### config.mk
export PLATFORM = sky130hd
export DESIGN_NAME = bcd_sub_serial_flat
export DESIGN_NICKNAME = d
export VERILOG_FILES = /design/src/rtl/bcd_sub_serial_if.sv /design/src/rtl/bcd_sub_serial.sv /design/src/flat_wrapper.sv
export SDC_FILE = /design/constraint.sdc
export NUM_CORES = 1
export LEC_CHECK = 0
export CAP_MARGIN = 10
export CELL_PAD_IN_SITES_DETAIL_PLACEMENT = 0
export CELL_PAD_IN_SITES_GLOBAL_PLACEMENT = 1
export CORE_UTILIZATION = 44
export CTS_BUF_LIST = sky130_fd_sc_hd__clkbuf_8
export CTS_CLUSTER_DIAMETER = 150
export DETAILED_ROUTE_END_ITERATION = 10
export PLACE_DENSITY_LB_ADDON = 0.1
export SLEW_MARGIN = 20
export SYNTH_ARGS = -nofsm -noshare
export SYNTH_HDL_FRONTEND = slang
export SYNTH_SLANG_ARGS = --single-unit
### constraint.sdc
create_clock -name clk -period 5.5 [get_ports clk]
set_input_delay 1.1 -clock clk [delete_from_list [all_inputs] [get_ports clk]]
set_output_delay 1.1 -clock clk [all_outputs]
set_load 0.01 [all_outputs]
### src/rtl/bcd_sub_serial_if.sv
// Operation bus of the digit-serial BCD subtractor: start/operands in, done/result out.
// The requester owns start/a/b; the subtractor owns busy/done/diff/borrow/err.
interface bcd_sub_serial_if #(
    parameter int DIGITS = 4
);
    // Handshake: start is sampled only while busy=0. An accepted start raises busy
    // on the next cycle. done pulses for one cycle with diff/borrow/err valid.
    // The result holds until the next done. A start seen while busy is dropped.
    logic                  start;
    logic [4*DIGITS-1:0]   a;
    logic [4*DIGITS-1:0]   b;
    logic                  busy;
    logic                  done;
    logic [4*DIGITS-1:0]   diff;
    logic                  borrow;
    logic                  err;

    modport master (
        output start, a, b,
        input  busy, done, diff, borrow, err
    );

    modport slave (
        input  start, a, b,
        output busy, done, diff, borrow, err
    );
endinterface

### src/rtl/bcd_sub_serial.sv
// Digit-serial packed-BCD subtractor A-B, least-significant digit first, one digit per clock.
// Optional macro BCD_SUB_SIGN_MAG_EN adds a negate pass so diff is |A-B| with borrow as sign.
module bcd_sub_serial #(
    parameter int DIGITS = 4
) (
    input  logic               clk,
    input  logic               rst_n,
    bcd_sub_serial_if.slave    sub_if,
    output logic [1:0]         state_o
);
    localparam int W  = 4 * DIGITS;
    localparam int CW = (DIGITS > 1) ? $clog2(DIGITS) : 1;

    typedef enum logic [1:0] {
        S_IDLE = 2'd0,
        S_SUB  = 2'd1,
        S_NEG  = 2'd2,
        S_DONE = 2'd3
    } state_t;

    state_t          state_q, state_d;
    logic [CW-1:0]   idx_q;
    logic            last_digit;
    logic [W-1:0]    a_q, b_q, r_q;
    logic            br_q;
    logic [W-1:0]    diff_q;
    logic            borrow_q, err_q;
    logic            in_bad;
    logic [3:0]      op_x, op_y, digit_r;
    logic [4:0]      t;
    logic            br_n;
    logic [W+3:0]    r_cat;
    logic [W-1:0]    r_shift;
`ifdef BCD_SUB_SIGN_MAG_EN
    logic            sign_q;
`endif

    function automatic logic any_bad(input logic [W-1:0] v);
        any_bad = 1'b0;
        for (int i = 0; i < DIGITS; i++) begin
            if (v[4*i +: 4] > 4'd9) any_bad = 1'b1;
        end
    endfunction

    assign in_bad     = any_bad(sub_if.a) | any_bad(sub_if.b);
    assign last_digit = (idx_q == CW'(DIGITS - 1));

    // One shared digit subtractor; the negate pass feeds 0 - r_i through it.
    always_comb begin
        op_x = a_q[3:0];
        op_y = b_q[3:0];
`ifdef BCD_SUB_SIGN_MAG_EN
        if (state_q == S_NEG) begin
            op_x = 4'd0;
            op_y = r_q[3:0];
        end
`endif
        t       = {1'b0, op_x} - {1'b0, op_y} - {4'd0, br_q};
        br_n    = t[4];
        digit_r = t[4] ? 4'(t + 5'd10) : t[3:0];
        r_cat   = {digit_r, r_q};
        r_shift = r_cat[W+3:4];
    end

    always_ff @(posedge clk or negedge rst_n) begin
        if (!rst_n) state_q <= S_IDLE;
        else        state_q <= state_d;
    end

    always_comb begin
        state_d = state_q;
        case (state_q)
            S_IDLE: if (sub_if.start) state_d = in_bad ? S_DONE : S_SUB;
            S_SUB: begin
                if (last_digit) begin
`ifdef BCD_SUB_SIGN_MAG_EN
                    state_d = br_n ? S_NEG : S_DONE;
`else
                    state_d = S_DONE;
`endif
                end
            end
`ifdef BCD_SUB_SIGN_MAG_EN
            S_NEG:  if (last_digit) state_d = S_DONE;
`endif
            S_DONE: state_d = S_IDLE;
            default: state_d = S_IDLE;
        endcase
    end

    always_comb begin
        sub_if.busy   = (state_q != S_IDLE);
        sub_if.done   = (state_q == S_DONE);
        sub_if.diff   = diff_q;
        sub_if.borrow = borrow_q;
        sub_if.err    = err_q;
        state_o       = state_q;
    end

    // Operands shift right one digit per cycle; results shift in from the top.
    always_ff @(posedge clk or negedge rst_n) begin
        if (!rst_n) begin
            a_q      <= '0;
            b_q      <= '0;
            r_q      <= '0;
            br_q     <= 1'b0;
            idx_q    <= '0;
            diff_q   <= '0;
            borrow_q <= 1'b0;
            err_q    <= 1'b0;
`ifdef BCD_SUB_SIGN_MAG_EN
            sign_q   <= 1'b0;
`endif
        end else begin
            case (state_q)
                S_IDLE: begin
                    if (sub_if.start) begin
                        a_q   <= sub_if.a;
                        b_q   <= sub_if.b;
                        r_q   <= '0;
                        br_q  <= 1'b0;
                        idx_q <= '0;
                    end
                end
                S_SUB: begin
                    a_q   <= a_q >> 4;
                    b_q   <= b_q >> 4;
                    r_q   <= r_shift;
                    idx_q <= last_digit ? '0 : idx_q + 1'b1;
                    br_q  <= last_digit ? 1'b0 : br_n;
`ifdef BCD_SUB_SIGN_MAG_EN
                    if (last_digit) sign_q <= br_n;
`endif
                end
`ifdef BCD_SUB_SIGN_MAG_EN
                S_NEG: begin
                    r_q   <= r_shift;
                    br_q  <= br_n;
                    idx_q <= idx_q + 1'b1;
                end
`endif
                default: ;
            endcase

            // Result registers change only on entry to DONE.
            if (state_d == S_DONE && state_q != S_DONE) begin
                if (state_q == S_IDLE) begin
                    diff_q   <= '0;
                    borrow_q <= 1'b0;
                    err_q    <= 1'b1;
                end else begin
                    diff_q   <= r_shift;
                    err_q    <= 1'b0;
`ifdef BCD_SUB_SIGN_MAG_EN
                    borrow_q <= (state_q == S_SUB) ? br_n : sign_q;
`else
                    borrow_q <= br_n;
`endif
                end
            end
        end
    end
endmodule

### src/flat_wrapper.sv
// flat-port wrapper written by rule: the top's interface ports become plain ports
module bcd_sub_serial_flat 
#(
    parameter int DIGITS = 4
)
  (clk, rst_n, state_o, sub_if_start, sub_if_a, sub_if_b, sub_if_busy, sub_if_done, sub_if_diff, sub_if_borrow, sub_if_err);
  bcd_sub_serial_if #(.DIGITS(DIGITS)) sub_if_i ();
  input  logic clk;
  input  logic rst_n;
  output logic [1:0] state_o;
  input wire logic [$bits(sub_if_i.start)-1:0] sub_if_start;
  input wire logic [$bits(sub_if_i.a)-1:0] sub_if_a;
  input wire logic [$bits(sub_if_i.b)-1:0] sub_if_b;
  output wire logic [$bits(sub_if_i.busy)-1:0] sub_if_busy;
  output wire logic [$bits(sub_if_i.done)-1:0] sub_if_done;
  output wire logic [$bits(sub_if_i.diff)-1:0] sub_if_diff;
  output wire logic [$bits(sub_if_i.borrow)-1:0] sub_if_borrow;
  output wire logic [$bits(sub_if_i.err)-1:0] sub_if_err;
  assign sub_if_i.start = sub_if_start;
  assign sub_if_i.a = sub_if_a;
  assign sub_if_i.b = sub_if_b;
  assign sub_if_busy = sub_if_i.busy;
  assign sub_if_done = sub_if_i.done;
  assign sub_if_diff = sub_if_i.diff;
  assign sub_if_borrow = sub_if_i.borrow;
  assign sub_if_err = sub_if_i.err;
  bcd_sub_serial #(.DIGITS(DIGITS)) u_core (.clk(clk), .rst_n(rst_n), .sub_if(sub_if_i), .state_o(state_o));
endmodule
==> results.toml <==
[final_layout]
mostFrequentLayoutCell = "sky130_fd_sc_hd__nand2_1"
area_of_the_multi_input_gates_um2 = 1280
final_cell_mix = "109 x sky130_fd_sc_hd__nand2_1, 67 x sky130_fd_sc_hd__dfrtp_1, 55 x sky130_fd_sc_hd__clkdlybuf4s50_1, 36 x sky130_fd_sc_hd__o21ai_0, 27 x sky130_fd_sc_hd__nor2_1"
syn_to_final_growth_pct = 26.2
num-fill-cells = 643
finalNetCount = 445
final-seq-area_um2 = 1680
stdcell_count = 499
diodes = 0
final_layout_size_suffix_gt1_share_pct = 5.96

[placement]
routability_driven_placement_congestion_ratio = 0.791
detailed_place_hpwl_mm = 4.42
port_buffers = 56
dp.cells = 485

[grt]
grt_first_pass_wirelength_mm = 11.5
grt_max_degree = 71
grt_overflow_total = 0
grt_antenna_before_repair = 0
grt_util_all_layers_pct = 20.3
grt_pass1_vias = 2415

[clocking]
cts.hold.buffers_added = 0
cts_resized = 0
cts_tree = "done"
postCtsSetupBuffers = 0
clkSinkCount = 67
worst_setup_hold_path_clk_slew_ps = 70
clock_path_buffers = 2
insertion_delay_ps = 340
clk_root_buffer_cell = "sky130_fd_sc_hd__clkbuf_8"
cts_htree_levels = 3
cts_inserted_buffers = 9

[yosys]
yosysWarnings = 0
yosys_register_bits = 67
synth_mux_area_share_pct = 0.727
synthAdderAreaFrac_pct = 4.52
synth-edff-count = 0
asyncSetResetFlopFracSynth_pct = 100
synth.largest_area_cell = "sky130_fd_sc_hd__dfrtp_1"
synth-seq-area-share_pct = 54.1
synthCells = 351
synth_largest_type_area_fraction_pct = 54.1
synth_top_family_by_area = "simple AND/OR/NAND/NOR gates"
synthDistinctLibCells = 30
syn_area_per_cell_um2 = 8.83
synth-simple-area-share_pct = 21.2
synth_ff_type = "sky130_fd_sc_hd__dfrtp_1"
synth_fp_nets = 396
synth_top_cells_by_area = "sky130_fd_sc_hd__dfrtp_1 54%, sky130_fd_sc_hd__nand2_1 13%, sky130_fd_sc_hd__o21ai_0 5.8%, sky130_fd_sc_hd__a31oi_1 4.2%, sky130_fd_sc_hd__nor2_1 3.3%"
synth_compound_area_share_pct = 13.4
post_synth_xor_xnor_area_pct = 1.41
mappedNetlistArea_um2 = 3100

[timing]
post-route-min-period_ps = 2640
worst_clock_skew_ps = 10.5
finalHoldViolations = 0
tightestPinTransition_ps = 824
max_freq_ghz = 0.378
fin_tns_setup_ps = 0
finish_stage_setup_viols = 0
report.final.slew_viol_count = 0
layout_worst_path_cycle_share_pct = 48.1
unrepaired_setup_endpoints_after_global_routing = "false"
max-slew-margin-rel_pct = 45.0

[critical_path]
crit_path_max_fanout = 18
r2r_start = "u_core.br_q$_DFFE_PN0P_"
setup.worst_path.end_class = "flop"
required_ps = 5750
timing.critical_path.arrival_ps = 2890
timing.setup.critical_path_class = "input port to flop"
timing.critical_path.from_type = "input port"
cp-startpoint = "sub_if_a[2]"

[routing]
detail_route.drc_violations = 0
wire_per_inst_um = 13.3
via_density = 5.07
drt_iter0_drc = 99
first_pass_iters = 4
postRouteWirelength_mm = 6.63
routed-via-count = 2532
antenna_left = 0

[power_and_ir_drop]
p_leak_uw = 0.00174
power.ir.vdd_worst_mv = 0.239
power.density_cell_area_nw_per_um2 = 643

[floorplanning]
count_of_boundary_i_o_pins = 57
chipWidth_um = 85.9
die_height_um = 85.9
placementRows = 30
floorplan.die_area_um2 = 7380
initial_utilization_pct = 45.6
std_cell_core_area_um2 = 6790

[outcome]
status = "finished clean"

[flow_run]
count_of_maximum_capacitance_violations = 0

[worst_hold_path]
timing.hold.worst.class = "flop to flop"
hold_start = "u_core.a_q[7]$_DFFE_PN0P_"
stage by stage:
stage          util [%]  instance area, um2  power (uW)  hold WS [ps]  setup slack [ps]
2_1_floorplan         -                3100        1780           450              3150
3_3_place_gp       54.6                3710        2090           461              2570
3_5_place_dp       54.6                3710        2130           473              2540
4_1_cts            57.6                3910        2540           487              2870
5_1_grt            57.6                3910        2730           518              2770
6_report           57.6                3910        2510           482              2860
per-layer routing:
layer | routed length, um | track usage (%)
met5 | 0 | 0
met4 | 182 | 11.5
met3 | 223 | 3.18
met2 | 3150 | 32.6
met1 | 3080 | 26.2
critical path, cell delays in order:
cell and delay, ps:
sky130_fd_sc_hd__clkdlybuf4s50_1 420, sky130_fd_sc_hd__o21ai_0 390, sky130_fd_sc_hd__nand4_1 200, sky130_fd_sc_hd__o21a_2 360, sky130_fd_sc_hd__or2_1 280, sky130_fd_sc_hd__o22ai_1 140
worst paths after layout:
| kind | end | slack (ps) | cells after the start |
|---|---|---|---|
| worst max register to register | u_core.sub_if.diff[13]$_DFFE_PN0P_ | 2980 | 8 |
| max in group asynchronous | u_core.a_q[7]$_DFFE_PN0P_ | 4020 | 2 |
| worst min register to register | u_core.a_q[3]$_DFFE_PN0P_ | 480 | 2 |
| worst max-delay path | u_core.sub_if.diff[14]$_DFFE_PN0P_ | 2860 | 6 |
| worst min-delay path | u_core.a_q[3]$_DFFE_PN0P_ | 480 | 2 |
| min in group asynchronous | u_core.sub_if.diff[1]$_DFFE_PN0P_ | 930 | 2 |
power by group:
| group | leakage (uW) | switching [uW] | internal (uW) |
|---|---|---|---|
| registers | 0.000848 | 131 | 724 |
| logic | 0.000783 | 699 | 546 |
| clock network | 0.000104 | 172 | 241 |
flip-flops by register name (all words and copies together) (netlist names):
register / cells
u_core.a_q: 16
u_core.b_q: 16
u_core.br_q: 1
u_core.idx_q: 2
u_core.r_q: 12
u_core.state_o: 2
u_core.sub_if.borrow: 1
u_core.sub_if.diff: 16
u_core.sub_if.err: 1
cell families (layout without fill, tap and decap cells):
| group | Yosys count | after routing |
|---|---|---|
| simple gates | 162 | 162 |
| compound gates | 73 | 73 |
| flops | 67 | 67 |
| buf+inv | 33 | 85 |
| fa+ha+maj | 10 | 10 |
| xor+xnor | 5 | 5 |
| mux | 1 | 1 |
final cells by class:
type / count / area share [%]
clock buffer: 12 / 4.22
clock inverter: 2 / 0.896
inverter: 10 / 0.960
multi-input combinational: 251 / 32.8
sequential: 67 / 42.9
tap: 96 / 3.07
timing repair buffer: 61 / 15.2
Yosys cell counts (2+ instances only):
cell / count
sky130_fd_sc_hd__nand2_1: 109
sky130_fd_sc_hd__o21ai_1: 2
sky130_fd_sc_hd__nor2_1: 27
sky130_fd_sc_hd__o22ai_1: 4
sky130_fd_sc_hd__xor2_1: 3
sky130_fd_sc_hd__dfrtp_1: 67
sky130_fd_sc_hd__buf_2: 8
sky130_fd_sc_hd__a31oi_1: 21
sky130_fd_sc_hd__nand2b_1: 2
sky130_fd_sc_hd__xnor2_1: 2
sky130_fd_sc_hd__and2_1: 4
sky130_fd_sc_hd__nand4_1: 2
sky130_fd_sc_hd__o31ai_1: 2
sky130_fd_sc_hd__a21oi_1: 5
sky130_fd_sc_hd__inv_1: 10
sky130_fd_sc_hd__ha_1: 8
sky130_fd_sc_hd__buf_1: 2
sky130_fd_sc_hd__clkbuf_1: 12
sky130_fd_sc_hd__fa_1: 2
sky130_fd_sc_hd__nand3_1: 14
sky130_fd_sc_hd__o21ai_0: 36
(Power assumes the default switching activity.)
